`src/rtl/nv_ram_rwsthp_20x16_fifo_ctrl_if.sv`:
```
// rtl/nv_ram_rwsthp_20x16_fifo_ctrl_if.sv - write/read stream handshake bundle for the RAM FIFO controller
// master = producer/consumer side, slave = controller side.
interface nv_ram_rwsthp_20x16_fifo_ctrl_if #(
  parameter int WIDTH = 16
) ();
  logic             wr_pvld;
  logic             wr_prdy;
  logic [WIDTH-1:0] wr_pd;
  logic             rd_pvld;
  logic             rd_prdy;
  logic [WIDTH-1:0] rd_pd;

  modport master (
    output wr_pvld, wr_pd, rd_prdy,
    input  wr_prdy, rd_pvld, rd_pd
  );

  modport slave (
    input  wr_pvld, wr_pd, rd_prdy,
    output wr_prdy, rd_pvld, rd_pd
  );
endinterface

```
`src/rtl/nv_ram_rwsthp_20x16_fifo_ctrl.sv`:
```
// rtl/nv_ram_rwsthp_20x16_fifo_ctrl.sv - valid/ready FIFO controller driving one nv_ram_rwsthp_20x16
// Define FIFO_BYPASS_EN to let a word arriving at an empty FIFO skip the RAM straight into its output register.
module nv_ram_rwsthp_20x16_fifo_ctrl #(
  parameter int DEPTH = 20,
  parameter int WIDTH = 16,
  parameter int AW    = 5
) (
  input  logic                 clk,
  input  logic                 rst,
  nv_ram_rwsthp_20x16_fifo_ctrl_if.slave s,
  output logic [AW-1:0]        ram_wa,
  output logic                 ram_we,
  output logic [WIDTH-1:0]     ram_di,
  output logic [AW-1:0]        ram_ra,
  output logic                 ram_re,
  output logic                 ram_ore,
  output logic                 ram_byp_sel,
  output logic [WIDTH-1:0]     ram_dbyp,
  input  logic [WIDTH-1:0]     ram_dout,
  output logic [4:0]           cnt
);

  localparam logic [AW-1:0] LAST_PTR = AW'(DEPTH - 1);
  localparam logic [4:0]    FULL_CNT = 5'(DEPTH);

  logic [AW-1:0] wr_ptr_q, wr_ptr_d;
  logic [AW-1:0] rd_ptr_q, rd_ptr_d;
  logic [4:0]    cnt_q, cnt_d;
  logic [4:0]    avail_q, avail_d;
  logic          s1_vld_q, s1_vld_d;
  logic          out_vld_q, out_vld_d;
  logic          wr_prdy_q, wr_prdy_d;
  logic          byp, push, ore, re, free;

  function automatic logic [AW-1:0] ptr_inc(input logic [AW-1:0] p);
    return (p == LAST_PTR) ? '0 : p + 1'b1;
  endfunction

`ifdef FIFO_BYPASS_EN
  assign byp = !rst && s.wr_pvld && (cnt_q == 5'd0) && (avail_q == 5'd0) && !s1_vld_q &&
               (!out_vld_q || s.rd_prdy);
`else
  assign byp = 1'b0;
`endif

  // All RAM strobes are forced low during reset so a reset cycle never disturbs RAM contents or pipeline.
  assign push = !rst && s.wr_pvld && wr_prdy_q && !byp;
  assign ore  = !rst && (s1_vld_q || byp) && (!out_vld_q || s.rd_prdy);
  assign re   = !rst && (avail_q != 5'd0) && (!s1_vld_q || ore);
  assign free = ore && s1_vld_q;

  always_comb begin
    wr_ptr_d  = push ? ptr_inc(wr_ptr_q) : wr_ptr_q;
    rd_ptr_d  = re ? ptr_inc(rd_ptr_q) : rd_ptr_q;
    cnt_d     = cnt_q;
    avail_d   = avail_q;
    if (push && !free) cnt_d = cnt_q + 5'd1;
    else if (!push && free) cnt_d = cnt_q - 5'd1;
    if (push && !re) avail_d = avail_q + 5'd1;
    else if (!push && re) avail_d = avail_q - 5'd1;
    s1_vld_d  = re || (s1_vld_q && !ore);
    out_vld_d = ore || (out_vld_q && !s.rd_prdy);
    wr_prdy_d = (cnt_d < FULL_CNT);
  end

  always_ff @(posedge clk) begin
    if (rst) begin
      wr_ptr_q  <= '0;
      rd_ptr_q  <= '0;
      cnt_q     <= '0;
      avail_q   <= '0;
      s1_vld_q  <= 1'b0;
      out_vld_q <= 1'b0;
      wr_prdy_q <= 1'b1;
    end else begin
      wr_ptr_q  <= wr_ptr_d;
      rd_ptr_q  <= rd_ptr_d;
      cnt_q     <= cnt_d;
      avail_q   <= avail_d;
      s1_vld_q  <= s1_vld_d;
      out_vld_q <= out_vld_d;
      wr_prdy_q <= wr_prdy_d;
    end
  end

  assign ram_we      = push;
  assign ram_wa      = wr_ptr_q;
  assign ram_di      = s.wr_pd;
  assign ram_re      = re;
  assign ram_ra      = rd_ptr_q;
  assign ram_ore     = ore;
  assign ram_byp_sel = byp;
  assign ram_dbyp    = s.wr_pd;
  assign s.rd_pd     = ram_dout;
  assign s.rd_pvld   = out_vld_q;
  assign s.wr_prdy   = wr_prdy_q;
  assign cnt         = cnt_q;

endmodule

```
`src/flat_wrapper.sv`:
```
// flat-port wrapper written by rule: the top's interface ports become plain ports
module nv_ram_rwsthp_20x16_fifo_ctrl_flat 
#(
  parameter int DEPTH = 20,
  parameter int WIDTH = 16,
  parameter int AW    = 5
)
  (clk, rst, ram_wa, ram_we, ram_di, ram_ra, ram_re, ram_ore, ram_byp_sel, ram_dbyp, ram_dout, cnt, s_wr_pvld, s_wr_pd, s_rd_prdy, s_wr_prdy, s_rd_pvld, s_rd_pd);
  nv_ram_rwsthp_20x16_fifo_ctrl_if #(.WIDTH(WIDTH)) s_i ();
  input  logic clk;
  input  logic rst;
  output logic [AW-1:0] ram_wa;
  output logic ram_we;
  output logic [WIDTH-1:0] ram_di;
  output logic [AW-1:0] ram_ra;
  output logic ram_re;
  output logic ram_ore;
  output logic ram_byp_sel;
  output logic [WIDTH-1:0] ram_dbyp;
  input  logic [WIDTH-1:0] ram_dout;
  output logic [4:0] cnt;
  input wire logic [$bits(s_i.wr_pvld)-1:0] s_wr_pvld;
  input wire logic [$bits(s_i.wr_pd)-1:0] s_wr_pd;
  input wire logic [$bits(s_i.rd_prdy)-1:0] s_rd_prdy;
  output wire logic [$bits(s_i.wr_prdy)-1:0] s_wr_prdy;
  output wire logic [$bits(s_i.rd_pvld)-1:0] s_rd_pvld;
  output wire logic [$bits(s_i.rd_pd)-1:0] s_rd_pd;
  assign s_i.wr_pvld = s_wr_pvld;
  assign s_i.wr_pd = s_wr_pd;
  assign s_i.rd_prdy = s_rd_prdy;
  assign s_wr_prdy = s_i.wr_prdy;
  assign s_rd_pvld = s_i.rd_pvld;
  assign s_rd_pd = s_i.rd_pd;
  nv_ram_rwsthp_20x16_fifo_ctrl #(.DEPTH(DEPTH), .WIDTH(WIDTH), .AW(AW)) u_core (.clk(clk), .rst(rst), .s(s_i), .ram_wa(ram_wa), .ram_we(ram_we), .ram_di(ram_di), .ram_ra(ram_ra), .ram_re(ram_re), .ram_ore(ram_ore), .ram_byp_sel(ram_byp_sel), .ram_dbyp(ram_dbyp), .ram_dout(ram_dout), .cnt(cnt));
endmodule
```
`config.mk`:
```
export PLATFORM = sky130hd
export DESIGN_NAME = nv_ram_rwsthp_20x16_fifo_ctrl_flat
export DESIGN_NICKNAME = d
export VERILOG_FILES = /design/src/rtl/nv_ram_rwsthp_20x16_fifo_ctrl_if.sv /design/src/rtl/nv_ram_rwsthp_20x16_fifo_ctrl.sv /design/src/flat_wrapper.sv
export SDC_FILE = /design/constraint.sdc
export NUM_CORES = 1
export LEC_CHECK = 0
export ABC_AREA = 1
export BUFFER_PORTS_ARGS = -buffer_cell sky130_fd_sc_hd__buf_4
export CORE_MARGIN = 4
export CORE_UTILIZATION = 39
export CTS_CLUSTER_DIAMETER = 100
export CTS_CLUSTER_SIZE = 28
export DETAILED_ROUTE_END_ITERATION = 16
export HOLD_SLACK_MARGIN = 0.15
export PLACE_DENSITY = 0.76
export SKIP_CTS_REPAIR_TIMING = 1
export SLEW_MARGIN = 20
export SYNTH_ARGS = -nofsm -noshare
export SYNTH_HDL_FRONTEND = slang
export SYNTH_SLANG_ARGS = --single-unit
```
`constraint.sdc`:
```
create_clock -name clk -period 1.75 [get_ports clk]
set_input_delay 0.0875 -clock clk [delete_from_list [all_inputs] [get_ports clk]]
set_output_delay 0.0875 -clock clk [all_outputs]
set_load 0.02 [all_outputs]
```
Word-level counts from Yosys, hierarchy flattened
Cells that the tools add are included.
- register bits after elaboration: 23
- input bits: 36
- word-level logic and storage cells: 49
- output and inout port bits: 69
- eq/ne operators: 2
- order comparisons: 1
- reduce and logical (&&, ||, !) cells: 27
- muxes and demuxes: 6
- $add $sub $neg: 6
- operators with widths (operator ; count):
    $mux W5 ; 6
    $add A5 B1 Y5 const B ; 4
    $logic_and A1 B1 Y1 ; 13
    $eq A5 B5 Y1 const B ; 2
    $sub A5 B1 Y5 const B ; 2
    $logic_not A1 Y1 ; 8
    $lt A5 B5 Y1 const B ; 1
    $reduce_bool A5 Y1 ; 1
    $logic_or A1 B1 Y1 ; 4
    $reduce_bool A2 Y1 ; 1

Longest topological paths before layout
Gate-level depths: netlist (run 1).
- depth after elaboration: 8
- mapped depth: 15
- gate-level depth less buffers: 15

Worst setup path after synthesis (run 1)
No wires, ideal clock.
- path type: register to register
- start: register u_core.out_vld_q (netlist: u_core.s.rd_pvld)
- end: register u_core.avail_q[3]
- path buffers: 0
- setup slack: -0.259 ns
- setup time: 0.109 ns
- cell stages (with the launch flop): 13
- data required time: 1.641 ns
- data arrival time: 1.900 ns
- period minus slack after synthesis: 2.009 ns
- path through: dfxtp_1 nand2_1 nand2_2 nand2_2 nand3_4 ha_1 inv_1 ha_1 a21oi_1 a21o_1 nand3_1 nand2_1 inv_1
- longest elaborated chain between the ends: 8
- elaborated cells on any way between the ends: 10
- classes of those cells: 1 x mux; 9 x reduce/logical
- ends and longest elaborated chain (element ; line ; RTL):
    start, declared ; nv_ram_rwsthp_20x16_fifo_ctrl.sv:31 ; logic out_vld_q, out_vld_d;
    start signal, assigned ; nv_ram_rwsthp_20x16_fifo_ctrl.sv:81 ; out_vld_q <= out_vld_d;
    $logic_not A1 Y1 * ; nv_ram_rwsthp_20x16_fifo_ctrl.sv:48 ; assign ore = !rst && (s1_vld_q || byp) && (!out_vld_q || s.rd_prdy);
    $logic_or A1 B1 Y1 * ; nv_ram_rwsthp_20x16_fifo_ctrl.sv:48 ;
    $logic_and A1 B1 Y1 * ; nv_ram_rwsthp_20x16_fifo_ctrl.sv:48 ;
    $logic_or A1 B1 Y1 * ; nv_ram_rwsthp_20x16_fifo_ctrl.sv:49 ; assign re = !rst && (avail_q != 5'd0) && (!s1_vld_q || ore);
    $logic_and A1 B1 Y1 * ; nv_ram_rwsthp_20x16_fifo_ctrl.sv:49 ;
    $logic_not A1 Y1 ; nv_ram_rwsthp_20x16_fifo_ctrl.sv:59 ; if (push && !re) avail_d = avail_q + 5'd1;
    $logic_and A1 B1 Y1 ; nv_ram_rwsthp_20x16_fifo_ctrl.sv:59 ;
    $mux W5 / $reduce_bool A2 Y1 (equally long branches) ; n/a ;
    end signal, assigned ; nv_ram_rwsthp_20x16_fifo_ctrl.sv:79 ; avail_q <= avail_d;
    end, declared ; nv_ram_rwsthp_20x16_fifo_ctrl.sv:29 ; logic [4:0] avail_q, avail_d;
Every way passes the cells marked *; elsewhere a longest branch is shown, timed or not.
A chain may end at the register's enable or synchronous reset.

Worst setup path after layout (run 1)
- start: register u_core.avail_q[0]
- end: register u_core.avail_q[4]
- longest elaborated chain between the ends: 6
- elaborated cells on any way between the ends: 11
- classes of those cells: 2 x add/sub; 2 x mux; 7 x reduce/logical
- ends and longest elaborated chain (element):
    parallel branches: the longest is 6 deep, another holds $sub A5 B1 Y5
Parallel ways; which one is timed is not known. The select of a mux whose other input is x is not followed.

==> results of run 1 <==
-- synthesized netlist by cell type, drive strengths merged --
cell type | count | area share, %
buf | 50 | 22
nand2 | 42 | 9.6
inv | 26 | 6.2
nor2 | 24 | 6.0
dfxtp | 23 | 26
nand3 | 20 | 7.4
a21oi | 18 | 5.4
ha | 10 | 7.2
xor2 | 6 | 3.0
o21ai | 5 | 1.4
xnor2 | 4 | 2.0
nand4 | 3 | 1.1
a21o | 1 | 0.43
clkbuf | 1 | 0.21
conb | 1 | 0.21
fa | 1 | 1.1
nand3b | 1 | 0.43
nor3 | 1 | 0.29
-- cell families after synthesis --
logic type                 count (synthesis)  share of synthesized area (%)
adders and majority gates                 11                          8.304
buffers and inverters                     77                          28.06
DFF                                       23                          26.34
and+or+nand+nor                           91                          24.84
other                                      1                         0.2145
xor gates and xnor gates                  10                          5.011
AOI/OAI and AO/OA                         24                          7.230
-- through the flow --
step | util [%] | instance area (um^2) | setup slack, ns
floorplan | - | 1799 | 0.003502
CTS | 40.95 | 1783 | -0.03937
detailed placement | 39.89 | 1737 | -0.01278
global placement | 39.89 | 1737 | 0.03750
finish | 43.39 | 1889 | -0.05107
global route | 43.39 | 1889 | -0.1802
-- power groups by stage --
stage | sequential (W) | clock, W | combinational (W)
after global routing | 0.000730 | 0.000364 | 0.00154
after detailed placement | 0.000720 | 0 | 0.00122
after floorplan | 0.000796 | 0 | 0.000926
after CTS | 0.000709 | 0.000343 | 0.00122
after global placement | 0.000720 | 0 | 0.00118
final | 0.000713 | 0.000331 | 0.00139
-- worst max path at each step --
stage,start,depth (start not counted),slack (ns),to
6_report,u_core.avail_q[0],13,-0.05,u_core.avail_q[4]
5_1_grt,u_core.avail_q[0],13,-0.18,u_core.avail_q[4]
2_1_floorplan,u_core.s1_vld_q,10,0.004,u_core.avail_q[1]
4_1_cts,u_core.s1_vld_q,15,-0.04,u_core.avail_q[4]
3_5_place_dp,u_core.s1_vld_q,15,-0.01,u_core.avail_q[4]
3_3_place_gp,u_core.s1_vld_q,15,0.04,u_core.avail_q[4]
-- metal layers --
metal  global-route usage [%]  up-vias
li1                         -      682
met1                    13.41      594
met2                    20.21       20
met3                    3.071        6
met4                    4.743        0
met5                        0        -
-- sequential cells by signal (all words and copies together), names as in the netlist --
| register | cells |
|---|---|
| u_core.ram_ra | 5 |
| u_core.ram_wa | 5 |
| u_core.avail_q | 5 |
| u_core.cnt | 5 |
| u_core.s.wr_prdy | 1 |
| u_core.s1_vld_q | 1 |
| u_core.s.rd_pvld | 1 |
-- final cells by class --
| class | instances | share of cell area (%) |
|---|---|---|
| clock inverters | 1 | 0.2649 |
| multi-input cells | 137 | 46.69 |
| flip-flops and latches | 23 | 24.70 |
| repair buffers | 41 | 16.76 |
| clock buffers | 3 | 2.185 |
| well taps | 52 | 3.444 |
| inverters | 26 | 5.960 |
-- worst max-delay path, stage by stage, from the launching register on --
cell,delay (ns)
dfxtp_1,0.33
nor2_1,0.12
nand3_2,0.11
nand3_4,0.11
ha_4,0.17
inv_6,0.05
fa_2,0.39
inv_2,0.07
nor2_2,0.03
nor2_1,0.09
nand2_1,0.05
nand2_1,0.05
nand2_1,0.06
a21oi_2,0.11
==> impl_table.tex, run 1 <==
\begin{tabular}{lr}
\hline
Metric & Value \\
\hline
\multicolumn{2}{l}{\textbf{Status}} \\
\quad Run status & complete, but fails checks \\
\quad Violations in the final reports & negative setup slack \\
\multicolumn{2}{l}{\textbf{Floorplan}} \\
\quad Height of the die & 74.95 um \\
\quad Die Wd & 74.95 um \\
\quad I/O pin count & 105 \\
\quad Area enclosed by the die boundary & $\sim$5600 um\^{}2 \\
\quad Number of core rows & 24 \\
\quad Initial core utilization & around two fifths \\
\quad Area of the core region & 4354 um\^{}2 \\
\multicolumn{2}{l}{\textbf{Timing}} \\
\quad Setup Total Neg Slack & -0.05107 ns \\
\quad Final setup violation count & 1 \\
\quad Final Max Slew Viols & 0 \\
\quad Tightest hold margin & 0.1750 ns \\
\quad Worst-case setup margin in the final layout & -0.05107 ns \\
\quad Share of the clock period used by the worst path & 102.9\% \\
\quad Setup repair after global routing missed its margin & true \\
\quad Minimum clock period & 1.801 ns \\
\quad Hold violation total from the final report & 0 \\
\quad Highest clock rate & between 500 and 600 MHz \\
\quad Final setup skew & 0.007110 ns \\
\multicolumn{2}{l}{\textbf{Logic synthesis}} \\
\quad Cell count after synthesis & about 240 \\
\quad Summed instance area of the synthesized netlist & about 1700 um\^{}2 \\
\quad Number of register bits inferred by synthesis & 23 \\
\quad Synth warnings & 0 \\
\quad Post-Syn Nets & 284 \\
\quad Average size of a mapped cell & 7.375 um\^{}2 \\
\quad Netlist cell types & 28 \\
\quad Sequential fraction of the synthesis area & 26.34\% \\
\multicolumn{2}{l}{\textbf{Route}} \\
\quad Top sig layer & met4 \\
\quad Length of the first detailed-routing pass in iterations & 4 \\
\quad Routed Wire Length & between 3000 and 4000 um \\
\quad Met2 routed WL & 1615 um \\
\quad Iter 0 DRT Violations & 38 \\
\quad Routed metal-1 wire length & about 1300 um \\
\quad Total number of vias & around 1.3k \\
\quad Amount of wire on met3 after detailed routing & about 190 um \\
\quad Remaining DRCs & 0 \\
\quad Per-cell routed wire length & approximately 11 um \\
\quad Number of nets still failing antenna checks after routing & 0 \\
\quad Vias per std cell & 4.601 \\
\multicolumn{2}{l}{\textbf{Power}} \\
\quad Register share of total power & 29.3\% \\
\quad Part of the power in the clock network & a little over an eighth \\
\quad Power density over cell area & roughly 1300 nW/um\^{}2 \\
\quad Net switching power of the design & 0.0009850 W \\
\quad Cell Int Power & 0.001446 W \\
\quad Switching power share of the total & 40.51\% \\
\quad Combinational fraction of design power & a little under three fifths \\
\quad Leak Pwr & 0.8747 nW \\
\quad Worst vdd rail ir drop & 0.0004663 V \\
\quad Post-route total power & 0.002431 W \\
\multicolumn{2}{l}{\textbf{Layout}} \\
\quad Number of fillers in the final layout & 421 \\
\quad Count of placed standard cells in the final layout, fillers left out & 283 \\
\quad Sequential cell area in the final layout & 466.7 um\^{}2 \\
\quad Share of cells above drive strength 1 & 32.03\% \\
\quad Total area of multi-input combinational cells & 882.1 um\^{}2 \\
\quad Nets & roughly 280 \\
\quad Leading cell type in the layout, fill and taps excluded & buf\_4 \\
\quad Final antenna diode count & 0 \\
\quad Area growth from synthesis to layout & 8.089\% \\
\quad Commonest cells after routing, fill and taps aside & buf\_4, nand2\_1, inv\_1 \\
\multicolumn{2}{l}{\textbf{Job}} \\
\quad Max\_cap viols & 0 \\
\multicolumn{2}{l}{\textbf{Critical path}} \\
\quad Register-to-register setup slack & -0.05 ns \\
\quad Critical Path Start Type & flop \\
\quad Worst Setup End Kind & flop \\
\quad WP data required & 1.96 ns \\
\quad Largest fanout on the critical path & 4 \\
\quad Worst reg2reg path depth & 13 \\
\quad Arrival time at the worst endpoint & 2.01 ns \\
\quad Kind of critical path & flop to flop \\
\quad Worst flop-to-flop path startpoint & u\_core.avail\_q[0] \\
\quad Destination of the worst register-to-register timing path & u\_core.avail\_q[4] \\
\multicolumn{2}{l}{\textbf{GRT}} \\
\quad Number of global-route vias before repair & 1,213 \\
\quad Pin count of the biggest net entering global routing & 14 \\
\quad Overall overflow remaining after global route & 0 \\
\quad Wire length of the first global-routing pass & 5126 um \\
\quad Overall global routing resource usage & 11.61\% \\
\quad Number of antenna violations at the first check in global routing & 0 \\
\multicolumn{2}{l}{\textbf{Clock network}} \\
\quad Clock insertion delay at the later pin of the skew report & 0.27 ns \\
\quad Clk buf depth & 2 \\
\quad H-Tree Depth & 1 \\
\quad Clock transition at path regs & 0.08 ns \\
\quad Clock tree sinks & 23 \\
\quad CTS Root Buffer Type & clkbuf\_8 \\
\quad TritonCTS Buffers & 3 \\
\quad Clock tree from TritonCTS & yes \\
\multicolumn{2}{l}{\textbf{Place}} \\
\quad Final weighted congestion in routability-driven placement & 0.9116 \\
\quad Placed cells & 272 \\
\quad Number of port buffers & 23 \\
\quad Detailed-placement wirelength estimate & 2365 um \\
\multicolumn{2}{l}{\textbf{Worst hold path}} \\
\quad Type of the worst min-delay path & input pin to output port \\
\quad Endpoint with the worst hold slack & s\_rd\_pd[0] \\
\quad Worst hold start & ram\_dout[0] \\
\quad Worst Hold Depth & 0 \\
\hline
\end{tabular}
Power figures use the tool's default switching activity.
==> run 2, diff against run 1 <==
--- a/config.mk
+++ b/config.mk
@@ -5,15 +5,14 @@
 export SDC_FILE = /design/constraint.sdc
 export NUM_CORES = 1
 export LEC_CHECK = 0
-export ABC_AREA = 1
 export BUFFER_PORTS_ARGS = -buffer_cell sky130_fd_sc_hd__buf_4
 export CORE_MARGIN = 4
-export CORE_UTILIZATION = 39
+export CORE_UTILIZATION = 38
 export CTS_CLUSTER_DIAMETER = 100
 export CTS_CLUSTER_SIZE = 28
 export DETAILED_ROUTE_END_ITERATION = 16
 export HOLD_SLACK_MARGIN = 0.15
-export PLACE_DENSITY = 0.76
+export PLACE_DENSITY_LB_ADDON = 0.1
 export SKIP_CTS_REPAIR_TIMING = 1
 export SLEW_MARGIN = 20
 export SYNTH_ARGS = -nofsm -noshare
==> run 2 against run 1 <==
Effect of this change: the flow still finishes with violations (negative setup slack); routed wire length increased by 14%; cell count decreased by 11%; critical path depth shrank 3; register-to-register slack worse by 0.68 ns; via count is 1.0% lower; non-clock buffer count up 15; global-route usage rose by 1.8 points.
==> impl_table.tex, run 2 <==
\begin{tabular}{lr}
\hline
Metric & Value \\
\hline
\multicolumn{2}{l}{\textbf{Floorplan}} \\
\quad Number of core rows & 23 (-4.2\%) \\
\quad I/O pin count & 105 (unchanged) \\
\quad Area enclosed by the die boundary & 5435 um\^{}2 (-3.2\%) \\
\quad Height of the die & 73.73 um (-1.6\%) \\
\quad Die Wd & 73.73 um (-1.6\%) \\
\quad Initial core utilization & 40.17\% (about the same) \\
\quad Area of the core region & 4086 um\^{}2 (-6.1\%) \\
\multicolumn{2}{l}{\textbf{Layout}} \\
\quad Nets & 250 (-10\%) \\
\quad Commonest cells after routing, fill and taps aside & buf\_4, dfxtp\_1, nor2\_1 \\
\quad Area growth from synthesis to layout & 16.92\% \\
\quad Leading cell type in the layout, fill and taps excluded & buf\_4 \\
\quad Share of cells above drive strength 1 & 44.06\% (+12 points) \\
\quad Final antenna diode count & 0 (unchanged) \\
\quad Number of fillers in the final layout & 416 (-1.2\%) \\
\multicolumn{2}{l}{\textbf{Critical path}} \\
\quad Family with the most delay on the worst path & simple AND/OR/NAND/NOR gates \\
\quad WP data required & 1.92 ns (-0.04 ns) \\
\quad Largest fanout on the critical path & 5 (+1) \\
\quad Delay contributed by the slowest stage of the critical path & 0.55 ns (+0.16 ns) \\
\quad Arrival time at the worst endpoint & 2.64 ns (+0.63 ns) \\
\quad Kind of critical path & flop to flop \\
\quad Critical Path Start Type & flop \\
\quad Cells along the critical path & or4\_4 -> o21ai\_4 -> or2\_4 -> ha\_4 -> inv\_4 -> fa\_2 -> nand3\_2 -> a211oi\_1 -> a31oi\_1 -> mux2\_2 \\
\quad CP Buf/Inv Count & 1 (-1) \\
\quad Worst Setup End Kind & flop \\
\quad Standard cell with the maximum stage delay on the critical path & or4\_4 \\
\multicolumn{2}{l}{\textbf{Timing}} \\
\quad Final setup violation count & 11 (+10) \\
\quad Final Max Slew Viols & 0 (unchanged) \\
\quad Setup Total Neg Slack & -3.198 ns (-3.146 ns) \\
\quad Setup repair after global routing missed its margin & true \\
\quad Minimum clock period & 2.476 ns (+0.6750 ns) \\
\quad Share of the clock period used by the worst path & 141.5\% (+39 points) \\
\quad Final setup skew & 0.009339 ns (+0.002229 ns) \\
\quad Worst-case setup margin in the final layout & -0.7261 ns (-0.6750 ns) \\
\quad Highest clock rate & 403.9 MHz (-27\%) \\
\quad Hold violation total from the final report & 0 (unchanged) \\
\multicolumn{2}{l}{\textbf{GRT}} \\
\quad Number of global-route vias before repair & 1,336 (+10\%) \\
\quad Wire length of the first global-routing pass & 5809 um (+13\%) \\
\quad Pin count of the biggest net entering global routing & 18 (+4) \\
\quad Overall overflow remaining after global route & 0 (unchanged) \\
\quad Number of antenna violations at the first check in global routing & 0 (unchanged) \\
\quad Overall global routing resource usage & 13.42\% (+1.8 points) \\
\multicolumn{2}{l}{\textbf{Logic synthesis}} \\
\quad Top cell types by occurrence after synthesis & buf\_4, dfxtp\_1, nor2\_1 \\
\quad Summed instance area of the synthesized netlist & 1642 um\^{}2 (-6.1\%) \\
\quad Number of register bits inferred by synthesis & 23 (unchanged) \\
\quad Leading cell type by number of instances after synthesis & buf\_4 \\
\quad Post-Syn Nets & 242 (-15\%) \\
\quad Primary FF master, synth & dfxtp\_1 \\
\quad Fraction of post-synthesis cell area in the top cell type by area & 28.05\% (+1.7 points) \\
\quad Synth warnings & 0 (unchanged) \\
\quad EDFF count, synth & 0 (unchanged) \\
\quad Synth area leader & dfxtp\_1 \\
\quad Ranking of synthesized cells by area & dfxtp\_1, buf\_4, ha\_1 \\
\quad Sequential fraction of the synthesis area & 28.05\% (+1.7 points) \\
\quad Cell count after synthesis & 195 (-18\%) \\
\quad Netlist cell types & 39 (+39\%) \\
\quad Average size of a mapped cell & 8.418 um\^{}2 (+14\%) \\
\quad Fraction of synthesis flops using an asynchronous set or reset pin & 0\% (unchanged) \\
\multicolumn{2}{l}{\textbf{Clock network}} \\
\quad Clk buf depth & 2 (unchanged) \\
\quad H-Tree Depth & 1 (unchanged) \\
\quad Clock insertion delay at the later pin of the skew report & 0.27 ns (about the same) \\
\quad Clock transition at path regs & 0.09 ns (about the same) \\
\quad Clock tree from TritonCTS & yes \\
\quad TritonCTS Buffers & 3 (unchanged) \\
\quad CTS Root Buffer Type & clkbuf\_8 \\
\quad Clock tree sinks & 23 (unchanged) \\
\multicolumn{2}{l}{\textbf{Status}} \\
\quad Violations in the final reports & negative setup slack \\
\quad Run status & complete, but fails checks \\
\multicolumn{2}{l}{\textbf{Place}} \\
\quad Number of port buffers & 23 (unchanged) \\
\quad Worst slack at placement & -0.7556 ns (-0.7428 ns) \\
\quad Final weighted congestion in routability-driven placement & 0.7425 (-19\%) \\
\quad Detailed-placement wirelength estimate & 2743 um (+16\%) \\
\multicolumn{2}{l}{\textbf{Worst hold path}} \\
\quad Type of the worst min-delay path & input pin to output port \\
\multicolumn{2}{l}{\textbf{Route}} \\
\quad Iter 0 DRT Violations & 54 (+42\%) \\
\quad Vias per std cell & 5.115 (+11\%) \\
\quad Routed Wire Length & 3613 um (+14\%) \\
\quad Total number of vias & 1,289 (-1.0\%) \\
\quad Remaining DRCs & 0 (unchanged) \\
\quad Per-cell routed wire length & 14.34 um (+28\%) \\
\quad Number of nets still failing antenna checks after routing & 0 (unchanged) \\
\quad Length of the first detailed-routing pass in iterations & 4 (unchanged) \\
\multicolumn{2}{l}{\textbf{Power}} \\
\quad Power density over cell area & 1334 nW/um\^{}2 (+3.7\%) \\
\quad Leak Pwr & 0.8334 nW (-4.7\%) \\
\quad Worst vdd rail ir drop & 0.0005064 V (+8.6\%) \\
\multicolumn{2}{l}{\textbf{Job}} \\
\quad Max\_cap viols & 0 (unchanged) \\
\hline
\end{tabular}
==> run 2: cell count changes in the layout (fill, tap and decap cells not counted), moves of 4 or more <==
cell,delta
a21oi_1,-4
buf_4,+13
buf_6,+4
inv_1,-15
nand2_1,-30
nand3_1,-11
nor2_2,-5
nor2b_1,+6
o21ai_0,+4
xnor2_1,-4
==> run 2: power by group <==
| part | total (W) | leakage, nW | internal, W | switching [W] |
|---|---|---|---|---|
| clock network | 0.000342 | 0.0255 | 0.000159 | 0.000183 |
| logic | 0.00149 | 0.619 | 0.000827 | 0.000664 |
| registers | 0.000728 | 0.188 | 0.000632 | 0.0000955 |
==> run 2: layer usage <==
| metal | up-vias | wire length [um] | global-route usage [%] |
|---|---|---|---|
| met5 | - | 0 | 0 |
| met4 | 0 | 154 | 7.042 |
| met3 | 30 | 280 | 4.788 |
| met2 | 39 | 1664 | 22.83 |
| met1 | 599 | 1514 | 14.44 |
| li1 | 621 | - | - |
==> run 2: worst register-to-register path, delay by kind of cell, from the launching register on <==
family,cells,cell delay (ns)
AND/OR/NAND/NOR,3,0.78
adder cells (fa/ha/maj),2,0.50
AO/OA/AOI/OAI,3,0.38
multiplexers,1,0.35
flip-flops,1,0.33
buffers and inverters,1,0.05
==> run 2: metrics by stage <==
| step | hold slack [ns] | area [um^2] | total power (W) | instances | utilization, % |
|---|---|---|---|---|---|
| floorplan | 0.2475 | 1697 | 0.001652 | 195 | - |
| global placement | 0.1751 | 1733 | 0.001992 | 242 | 42.41 |
| detailed placement | 0.1751 | 1733 | 0.002025 | 242 | 42.41 |
| CTS | 0.1751 | 1779 | 0.002375 | 246 | 43.54 |
| global route | 0.1750 | 1919 | 0.002755 | 252 | 46.97 |
| finish | 0.1750 | 1919 | 0.002560 | 252 | 46.97 |
==> run 2: cell type report <==
cell class                 instances  area, um^2  area share, %
clock buffer                       3       41.29          2.151
inverter                           8       36.28          1.890
clock inverter                     1       5.005         0.2608
tap                               50       62.56          3.259
multi-input combinational        111       870.8          45.37
timing repair buffer              56       439.2          22.88
sequential                        23       464.2          24.19
==> run 2: logic make-up after synthesis <==
kind of cell | Yosys count | synth area share, %
AOI/OAI and AO/OA | 32 | 12.50
xor gates and xnor gates | 5 | 2.668
adders and majority gates | 11 | 8.842
buffers and inverters | 61 | 26.07
DFF | 23 | 28.05
muxes | 5 | 3.201
other | 1 | 0.2284
and+or+nand+nor | 57 | 18.45
==> run 2: worst paths after layout <==
check	from	endpoint	slack [ns]	depth (start not counted)
setup / recovery	u_core.avail_q[3]	u_core.avail_q[4]	-0.73	10
hold / removal	ram_dout[15]	s_rd_pd[15]	0.18	0
setup reg to reg	u_core.avail_q[3]	u_core.avail_q[4]	-0.73	10
hold reg to reg	u_core.ram_wa[1]	u_core.ram_wa[1]	0.52	2
